<file path="src/rtl/reg_scoreboard_pkg.sv">
// rtl/reg_scoreboard_pkg.sv - shared widths and types for the register scoreboard
package sb_pkg;

    localparam int NUM_REGS   = 32;
    localparam int CNT_W      = 2;
    localparam int REG_W      = $clog2(NUM_REGS);
    localparam int SB_CNT_MAX = (1 << CNT_W) - 1;

    typedef logic [CNT_W-1:0] t_sb_cnt;
    typedef logic [REG_W-1:0] t_sb_reg;

endpackage

</file>
<file path="src/rtl/reg_scoreboard_if.sv">
// rtl/reg_scoreboard_if.sv - dispatch, writeback and status bundle of the scoreboard
interface reg_scoreboard_if #(
    parameter int NUM_SRCS = 2,
    parameter int NUM_WB   = 2
);
    logic                                    flush;
    logic                                    disp_valid;
    logic [NUM_SRCS-1:0]                     disp_src_valid;
    logic [NUM_SRCS-1:0][sb_pkg::REG_W-1:0]  disp_src;
    logic                                    disp_dst_valid;
    logic [sb_pkg::REG_W-1:0]                disp_dst;
    logic                                    stall;
    logic                                    disp_fire;
    logic [NUM_WB-1:0]                       wb_valid;
    logic [NUM_WB-1:0][sb_pkg::REG_W-1:0]    wb_dst;
    logic [sb_pkg::NUM_REGS-1:0]             pending_mask;
    logic                                    idle;

    modport master (
        output flush, disp_valid, disp_src_valid, disp_src, disp_dst_valid, disp_dst,
        output wb_valid, wb_dst,
        input  stall, disp_fire, pending_mask, idle
    );

    modport slave (
        input  flush, disp_valid, disp_src_valid, disp_src, disp_dst_valid, disp_dst,
        input  wb_valid, wb_dst,
        output stall, disp_fire, pending_mask, idle
    );
endinterface

</file>
<file path="src/rtl/reg_scoreboard_counter.sv">
// rtl/reg_scoreboard_counter.sv - in-flight writer counter for one architectural register
module sb_reg_counter
    import sb_pkg::*;
#(
    parameter int DEC_W = 2
) (
    input  logic             clk,
    input  logic             reset,
    input  logic             i_flush,
    input  logic             i_inc,
    input  logic [DEC_W-1:0] i_dec,
    output t_sb_cnt          o_cnt,
    output logic             o_nonzero,
    output logic             o_at_max
);
    localparam int SUM_W = CNT_W + DEC_W + 1;

    t_sb_cnt          r_cnt;
    logic [SUM_W-1:0] w_up;
    logic [SUM_W-1:0] w_down;
    logic [SUM_W-1:0] w_net;

    // Widened so inc and dec net out before clamping; a same-cycle pair never shows as pending.
    assign w_up   = SUM_W'(r_cnt) + SUM_W'(i_inc);
    assign w_down = SUM_W'(i_dec);
    assign w_net  = (w_down > w_up) ? '0 : (w_up - w_down);

    always_ff @(posedge clk or negedge reset) begin
        if (!reset) begin
            r_cnt <= '0;
        end else if (i_flush) begin
            r_cnt <= '0;
        end else begin
            r_cnt <= w_net[CNT_W-1:0];
        end
    end

    assign o_cnt     = r_cnt;
    assign o_nonzero = (r_cnt != '0);
    assign o_at_max  = (r_cnt == t_sb_cnt'(SB_CNT_MAX));

    a_no_underflow: assert property (@(posedge clk) disable iff (!reset)
        !i_flush |-> (w_down <= w_up));
    a_no_overflow: assert property (@(posedge clk) disable iff (!reset)
        !i_flush |-> (w_net <= SUM_W'(SB_CNT_MAX)));

endmodule

</file>
<file path="src/rtl/reg_scoreboard.sv">
// rtl/reg_scoreboard.sv - counting register-hazard scoreboard between decode and register read
module reg_scoreboard
    import sb_pkg::*;
#(
    parameter int NUM_SRCS  = 2,
    parameter int NUM_WB    = 2,
    parameter int WB_BYPASS = 0
) (
    input  logic            clk,
    input  logic            reset,
    reg_scoreboard_if.slave sb
);
    localparam int DEC_W = $clog2(NUM_WB + 1);

    t_sb_cnt             w_cnt [NUM_REGS];
    logic [DEC_W-1:0]    w_dec [NUM_REGS];
    logic [NUM_REGS-1:0] w_nonzero;
    logic [NUM_REGS-1:0] w_at_max;
    logic [NUM_REGS-1:0] w_wb_any;
    logic [NUM_REGS-1:0] w_inc;
    logic [NUM_SRCS-1:0] w_src_hit;
    logic                w_dst_sat;
    logic                w_stall_raw;

    always_comb begin
        for (int r = 0; r < NUM_REGS; r++) begin
            w_dec[r] = '0;
            for (int p = 0; p < NUM_WB; p++) begin
                if (r != 0 && sb.wb_valid[p] && sb.wb_dst[p] == REG_W'(r)) begin
                    w_dec[r] = w_dec[r] + DEC_W'(1);
                end
            end
            w_wb_any[r] = (w_dec[r] != '0);
        end
    end

    // A bypassed writeback only frees a source whose last in-flight writer it retires.
    always_comb begin
        w_src_hit = '0;
        for (int i = 0; i < NUM_SRCS; i++) begin
            if (sb.disp_src_valid[i] && sb.disp_src[i] != '0 && w_nonzero[sb.disp_src[i]]) begin
                w_src_hit[i] = 1'b1;
                if (WB_BYPASS != 0 && w_cnt[sb.disp_src[i]] == t_sb_cnt'(1)
                    && w_wb_any[sb.disp_src[i]]) begin
                    w_src_hit[i] = 1'b0;
                end
            end
        end
    end

    assign w_dst_sat = sb.disp_dst_valid && sb.disp_dst != '0 && w_at_max[sb.disp_dst]
                       && !(WB_BYPASS != 0 && w_wb_any[sb.disp_dst]);

    assign w_stall_raw  = sb.disp_valid && ((|w_src_hit) || w_dst_sat);
    assign sb.stall     = reset && w_stall_raw;
    assign sb.disp_fire = reset && sb.disp_valid && !w_stall_raw && !sb.flush;

    always_comb begin
        for (int r = 0; r < NUM_REGS; r++) begin
            w_inc[r] = (r != 0) && sb.disp_fire && sb.disp_dst_valid
                       && sb.disp_dst == REG_W'(r);
        end
    end

    assign w_cnt[0]     = '0;
    assign w_nonzero[0] = 1'b0;
    assign w_at_max[0]  = 1'b0;

    for (genvar r = 1; r < NUM_REGS; r++) begin : g_reg
        sb_reg_counter #(
            .DEC_W (DEC_W)
        ) u_cnt (
            .clk       (clk),
            .reset     (reset),
            .i_flush   (sb.flush),
            .i_inc     (w_inc[r]),
            .i_dec     (w_dec[r]),
            .o_cnt     (w_cnt[r]),
            .o_nonzero (w_nonzero[r]),
            .o_at_max  (w_at_max[r])
        );
    end

    assign sb.pending_mask = w_nonzero;
    assign sb.idle         = ~|w_nonzero;

    a_fire_not_stall: assert property (@(posedge clk) disable iff (!reset)
        sb.disp_fire |-> !sb.stall);

endmodule

</file>
<file path="src/flat_wrapper.sv">
// flat-port wrapper written by rule: the top's interface ports become plain ports
module reg_scoreboard_flat import sb_pkg::*;
#(
    parameter int NUM_SRCS  = 2,
    parameter int NUM_WB    = 2,
    parameter int WB_BYPASS = 0
)
  (clk, reset, sb_flush, sb_disp_valid, sb_disp_src_valid, sb_disp_src, sb_disp_dst_valid, sb_disp_dst, sb_wb_valid, sb_wb_dst, sb_stall, sb_disp_fire, sb_pending_mask, sb_idle);
  reg_scoreboard_if #(.NUM_SRCS(NUM_SRCS), .NUM_WB(NUM_WB)) sb_i ();
  input  logic clk;
  input  logic reset;
  input wire logic [$bits(sb_i.flush)-1:0] sb_flush;
  input wire logic [$bits(sb_i.disp_valid)-1:0] sb_disp_valid;
  input wire logic [$bits(sb_i.disp_src_valid)-1:0] sb_disp_src_valid;
  input wire logic [$bits(sb_i.disp_src)-1:0] sb_disp_src;
  input wire logic [$bits(sb_i.disp_dst_valid)-1:0] sb_disp_dst_valid;
  input wire logic [$bits(sb_i.disp_dst)-1:0] sb_disp_dst;
  input wire logic [$bits(sb_i.wb_valid)-1:0] sb_wb_valid;
  input wire logic [$bits(sb_i.wb_dst)-1:0] sb_wb_dst;
  output wire logic [$bits(sb_i.stall)-1:0] sb_stall;
  output wire logic [$bits(sb_i.disp_fire)-1:0] sb_disp_fire;
  output wire logic [$bits(sb_i.pending_mask)-1:0] sb_pending_mask;
  output wire logic [$bits(sb_i.idle)-1:0] sb_idle;
  assign sb_i.flush = sb_flush;
  assign sb_i.disp_valid = sb_disp_valid;
  assign sb_i.disp_src_valid = sb_disp_src_valid;
  assign sb_i.disp_src = sb_disp_src;
  assign sb_i.disp_dst_valid = sb_disp_dst_valid;
  assign sb_i.disp_dst = sb_disp_dst;
  assign sb_i.wb_valid = sb_wb_valid;
  assign sb_i.wb_dst = sb_wb_dst;
  assign sb_stall = sb_i.stall;
  assign sb_disp_fire = sb_i.disp_fire;
  assign sb_pending_mask = sb_i.pending_mask;
  assign sb_idle = sb_i.idle;
  reg_scoreboard #(.NUM_SRCS(NUM_SRCS), .NUM_WB(NUM_WB), .WB_BYPASS(WB_BYPASS)) u_core (.clk(clk), .reset(reset), .sb(sb_i));
endmodule
</file>
<file path="config.mk">
export PLATFORM = sky130hd
export DESIGN_NAME = reg_scoreboard_flat
export DESIGN_NICKNAME = d
export VERILOG_FILES = /design/src/rtl/reg_scoreboard_pkg.sv /design/src/rtl/reg_scoreboard_if.sv /design/src/rtl/reg_scoreboard_counter.sv /design/src/rtl/reg_scoreboard.sv /design/src/flat_wrapper.sv
export SDC_FILE = /design/constraint.sdc
export NUM_CORES = 1
export LEC_CHECK = 0
export CAP_MARGIN = 20
export CORE_AREA = 3 3 121 123
export DETAILED_ROUTE_END_ITERATION = 10
export DIE_AREA = 0 0 124 126
export PLACE_DENSITY = 0.81
export SYNTH_ARGS = -nofsm -noshare
export SYNTH_HDL_FRONTEND = slang
export SYNTH_SLANG_ARGS = --single-unit
</file>
<file path="constraint.sdc">
create_clock -name clk -period 4.7 [get_ports clk]
set_input_delay 0.705 -clock clk [delete_from_list [all_inputs] [get_ports clk]]
set_output_delay 0.705 -clock clk [all_outputs]
set_load 0.05 [all_outputs]
</file>
==> flow_metrics.py <==
metrics = {
    "status": {
        "outcome": "finished, final reports clean",
    },
    "yosys": {
        "async_flop_share": 1.000,
        "avgSynthCellArea_um2": 8.133,
        "ys_seq_area_frac": 0.1919,
        "synth_fa_ha_area_frac": 0.2879,
        "netlist_area_um2": 8084,
        "synthMuxAreaShare": 0.03219,
        "synth_xor_area_frac": 0.02275,
        "synth_top_family_by_area": "adder cells",
        "yosysUniqueCellTypes": 75,
        "syn_inst": 994,
        "yosys.area_share.simple": 0.2360,
        "syn_nets": 1214,
        "yosysWarningCount": 0,
        "synth-main-ff-cell": "dfrtp_1",
        "synth_compound_area_frac": 0.1134,
        "synth_edf_count": 0,
        "ys_seq_elements": 62,
    },
    "critical_path": {
        "cp-end-kind": "flip-flop",
        "max_stage_delay_ps": 670,
        "cp_cell_sequence": "clkdlybuf4s50_1 > inv_2 > mux4_2 > o22ai_1 > a22oi_4 > o21ai_2 > nor3_1 > ha_1 > ha_1 > inv_1 > ha_1 > nor2b_1 > o21bai_1 > o211ai_1 > a21oi_1",
        "cp_data_arrival_time_ps": 4660,
        "slowest_stage": "o21ai_2",
        "crit_fanout": 13,
        "crit_path_start_kind": "input pin",
        "criticalPathCategory": "in2reg",
        "cp.required_ps": 4970,
        "cpMostUsedCell": "ha_1",
    },
    "global_route": {
        "grt_pass1_vias": 7081,
        "grt_max_degree": 64,
        "grt_pass1_wl_um": 35800,
        "grt_overflow_total": 0,
        "grtUsageTotal": 0.2966,
        "antenna_found_initial": 0,
    },
    "finish": {
        "final_cell_mix": "ha_1 (186), nor2_1 (162), inv_1 (142)",
        "layout-drive-gt1-share": 0.09761,
        "final_common_cell": "ha_1",
        "area_growth_pct": 12.99,
        "diodes": 0,
        "final_area_um2": 9134,
        "nNetsFinal": 1261,
        "largest_reg_flops": 62,
    },
    "routing": {
        "initialDrtViolationCount": 649,
        "post_drt_wl_per_cell_um": 18.27,
        "met2_length_um": 10050,
        "wl_met3_um": 1978,
        "via_per_inst": 6.014,
        "ant_nets": 0,
        "wirelength_um": 22380,
        "wl_met1_um": 9338,
        "drt-pass1-iter-count": 5,
        "vias": 7367,
        "highest_layer": "met4",
        "drc": 0,
    },
    "die": {
        "die_h_um": 126,
        "design.portCount": 69,
        "fp.dieW_um": 124,
        "core-area_um2": 13770,
        "initial_core_util": 0.5869,
        "row_count": 43,
        "dieArea_um2": 15620,
    },
    "cts": {
        "cts_made_buffers": 9,
        "cts-hold-fix-buffers": 0,
        "post_cts_buffers": 0,
        "cts_tree": "built",
        "cts-htree-levels": 3,
        "max-clock-path-buffers": 2,
        "cts_resized": 0,
        "path_clk_slew_ps": 60,
        "cts_root_buf": "clkbuf_16",
        "cts.sinks": 62,
        "clock_latency_ps": 350,
    },
    "placed_design": {
        "io_buffer_count": 67,
        "globalplace.congestion": 0.9802,
        "hpwl_um": 17440,
        "place_area_um2": 8857,
    },
    "timing": {
        "fin_crit_sh": 0.9357,
        "relSlewSlack": 0.4298,
        "fin_crit_ps": 4398,
        "setup_tns_ps": 0,
        "setup_viol": 0,
        "drv_slew": 0,
        "tightest_slew_ps": 855.3,
        "finalHoldViolations": 0,
        "maxClockFrequency_ghz": 0.2274,
        "finClkSkew_ps": 9.055,
        "rsz0062_at_grt": "false",
    },
    "pwr": {
        "power.leakage_nw": 4.333,
        "irDropWorstVdd_uv": 168.1,
        "power.density_nw_per_um2": 163.1,
    },
    "job": {
        "maxCapViolCount": 0,
    },
    "min_path": {
        "worst_hold_path_type": "in2async",
    },
}
per-stage QoR:
| step | setup WS (ps) | hold WS [ps] | utilization | power, W | cells |
|---|---|---|---|---|---|
| floorplan | 450.1 | 409.4 | - | 0.0007283 | 994 |
| finish | 302.1 | 612.0 | 0.6632 | 0.001489 | 1225 |
| global placement | 166.6 | 728.5 | 0.6431 | 0.0008415 | 1210 |
| CTS | 347.4 | 667.5 | 0.6632 | 0.001490 | 1225 |
| global route | 142.6 | 697.2 | 0.6632 | 0.001536 | 1225 |
| detailed placement | 40.42 | 732.2 | 0.6431 | 0.0008467 | 1210 |
path summary, 6_finish.rpt:
kind                                                       from                              end  slack, ps  cells after the start
worst max-delay path                             sb_disp_src[5]   u_core.g_reg[3].u_cnt.o_cnt[1]        300                     15
worst min-delay path                                      reset  u_core.g_reg[11].u_cnt.o_cnt[0]        610                      2
worst max register to register  u_core.g_reg[17].u_cnt.o_cnt[1]   u_core.g_reg[3].u_cnt.o_cnt[1]        840                     14
worst min register to register  u_core.g_reg[26].u_cnt.o_cnt[1]  u_core.g_reg[26].u_cnt.o_cnt[0]        740                      3
max in group asynchronous                                 reset   u_core.g_reg[3].u_cnt.o_cnt[0]       3510                      2
min in group clk                u_core.g_reg[26].u_cnt.o_cnt[1]  u_core.g_reg[26].u_cnt.o_cnt[0]        740                      3
cell families (layout without fill, tap and decap cells):
kind of cell               after synthesis  after routing
and+or+nand+nor                        379            379
AOI/OAI and AO/OA                      127            127
xor gates and xnor gates                21             21
buffers and inverters                  205            256
muxes                                   13             13
DFF                                     62             62
other                                    1              1
adders and majority gates              186            186
worst max-delay path, delay by kind of cell:
kind | cells | cell delay (ps)
buf+inv | 3 | 740
simple gates | 2 | 290
mux | 1 | 530
compound gates | 6 | 1580
fa+ha+maj | 3 | 800
routing by layer:
layer,vias to the layer above,track usage
met3,76,0.05209
met4,0,0.1579
met2,364,0.4524
li1,3466,-
met1,3461,0.3990
met5,-,0
power breakdown:
group / internal (W) / switching (W) / total, W
combinational: 0.000112 / 0.000190 / 0.000303
sequential: 0.000538 / 0.00000378 / 0.000541
clock: 0.000382 / 0.000264 / 0.000646
cell usage after synthesis (2+ instances only):
cell / n / share of area
or4_1: 4 / 0.0037
xor2_1: 21 / 0.023
o21ai_0: 9 / 0.0056
o311ai_0: 3 / 0.0033
inv_2: 3 / 0.0014
o211ai_2: 2 / 0.0031
nor2b_1: 22 / 0.017
o21bai_1: 8 / 0.0074
dfrtp_1: 62 / 0.19
clkbuf_1: 18 / 0.0084
nand4_1: 8 / 0.0062
buf_4: 34 / 0.032
or2_2: 8 / 0.0062
nor2_1: 162 / 0.075
a221oi_1: 3 / 0.0033
a21oi_1: 37 / 0.023
inv_1: 142 / 0.066
o311a_1: 2 / 0.0025
and2_1: 6 / 0.0046
nor2_2: 4 / 0.0031
nor3b_1: 11 / 0.010
nor3_1: 42 / 0.026
a311oi_1: 2 / 0.0022
buf_6: 4 / 0.0056
nand3_1: 21 / 0.013
buf_2: 4 / 0.0025
nand3b_1: 4 / 0.0037
a22oi_4: 2 / 0.0053
mux4_2: 9 / 0.025
o22ai_1: 2 / 0.0015
ha_1: 186 / 0.29
mux2i_1: 2 / 0.0025
o211ai_1: 10 / 0.0093
or2_1: 3 / 0.0023
nor4_1: 8 / 0.0062
nand2_1: 42 / 0.020
nor3_2: 17 / 0.021
nand2b_1: 7 / 0.0054
a31oi_1: 24 / 0.019
cell type report:
cell class	instances	area (um2)
clock inverters	3	20.02
clock buffers	12	256.5
flip-flops and latches	62	1551
repair buffers	96	935.9
fillers	1195	4639
multi-input cells	727	5600
well taps	180	225.2
inverters	145	544.3
No activity file was read; power rests on OpenSTA's default activity.
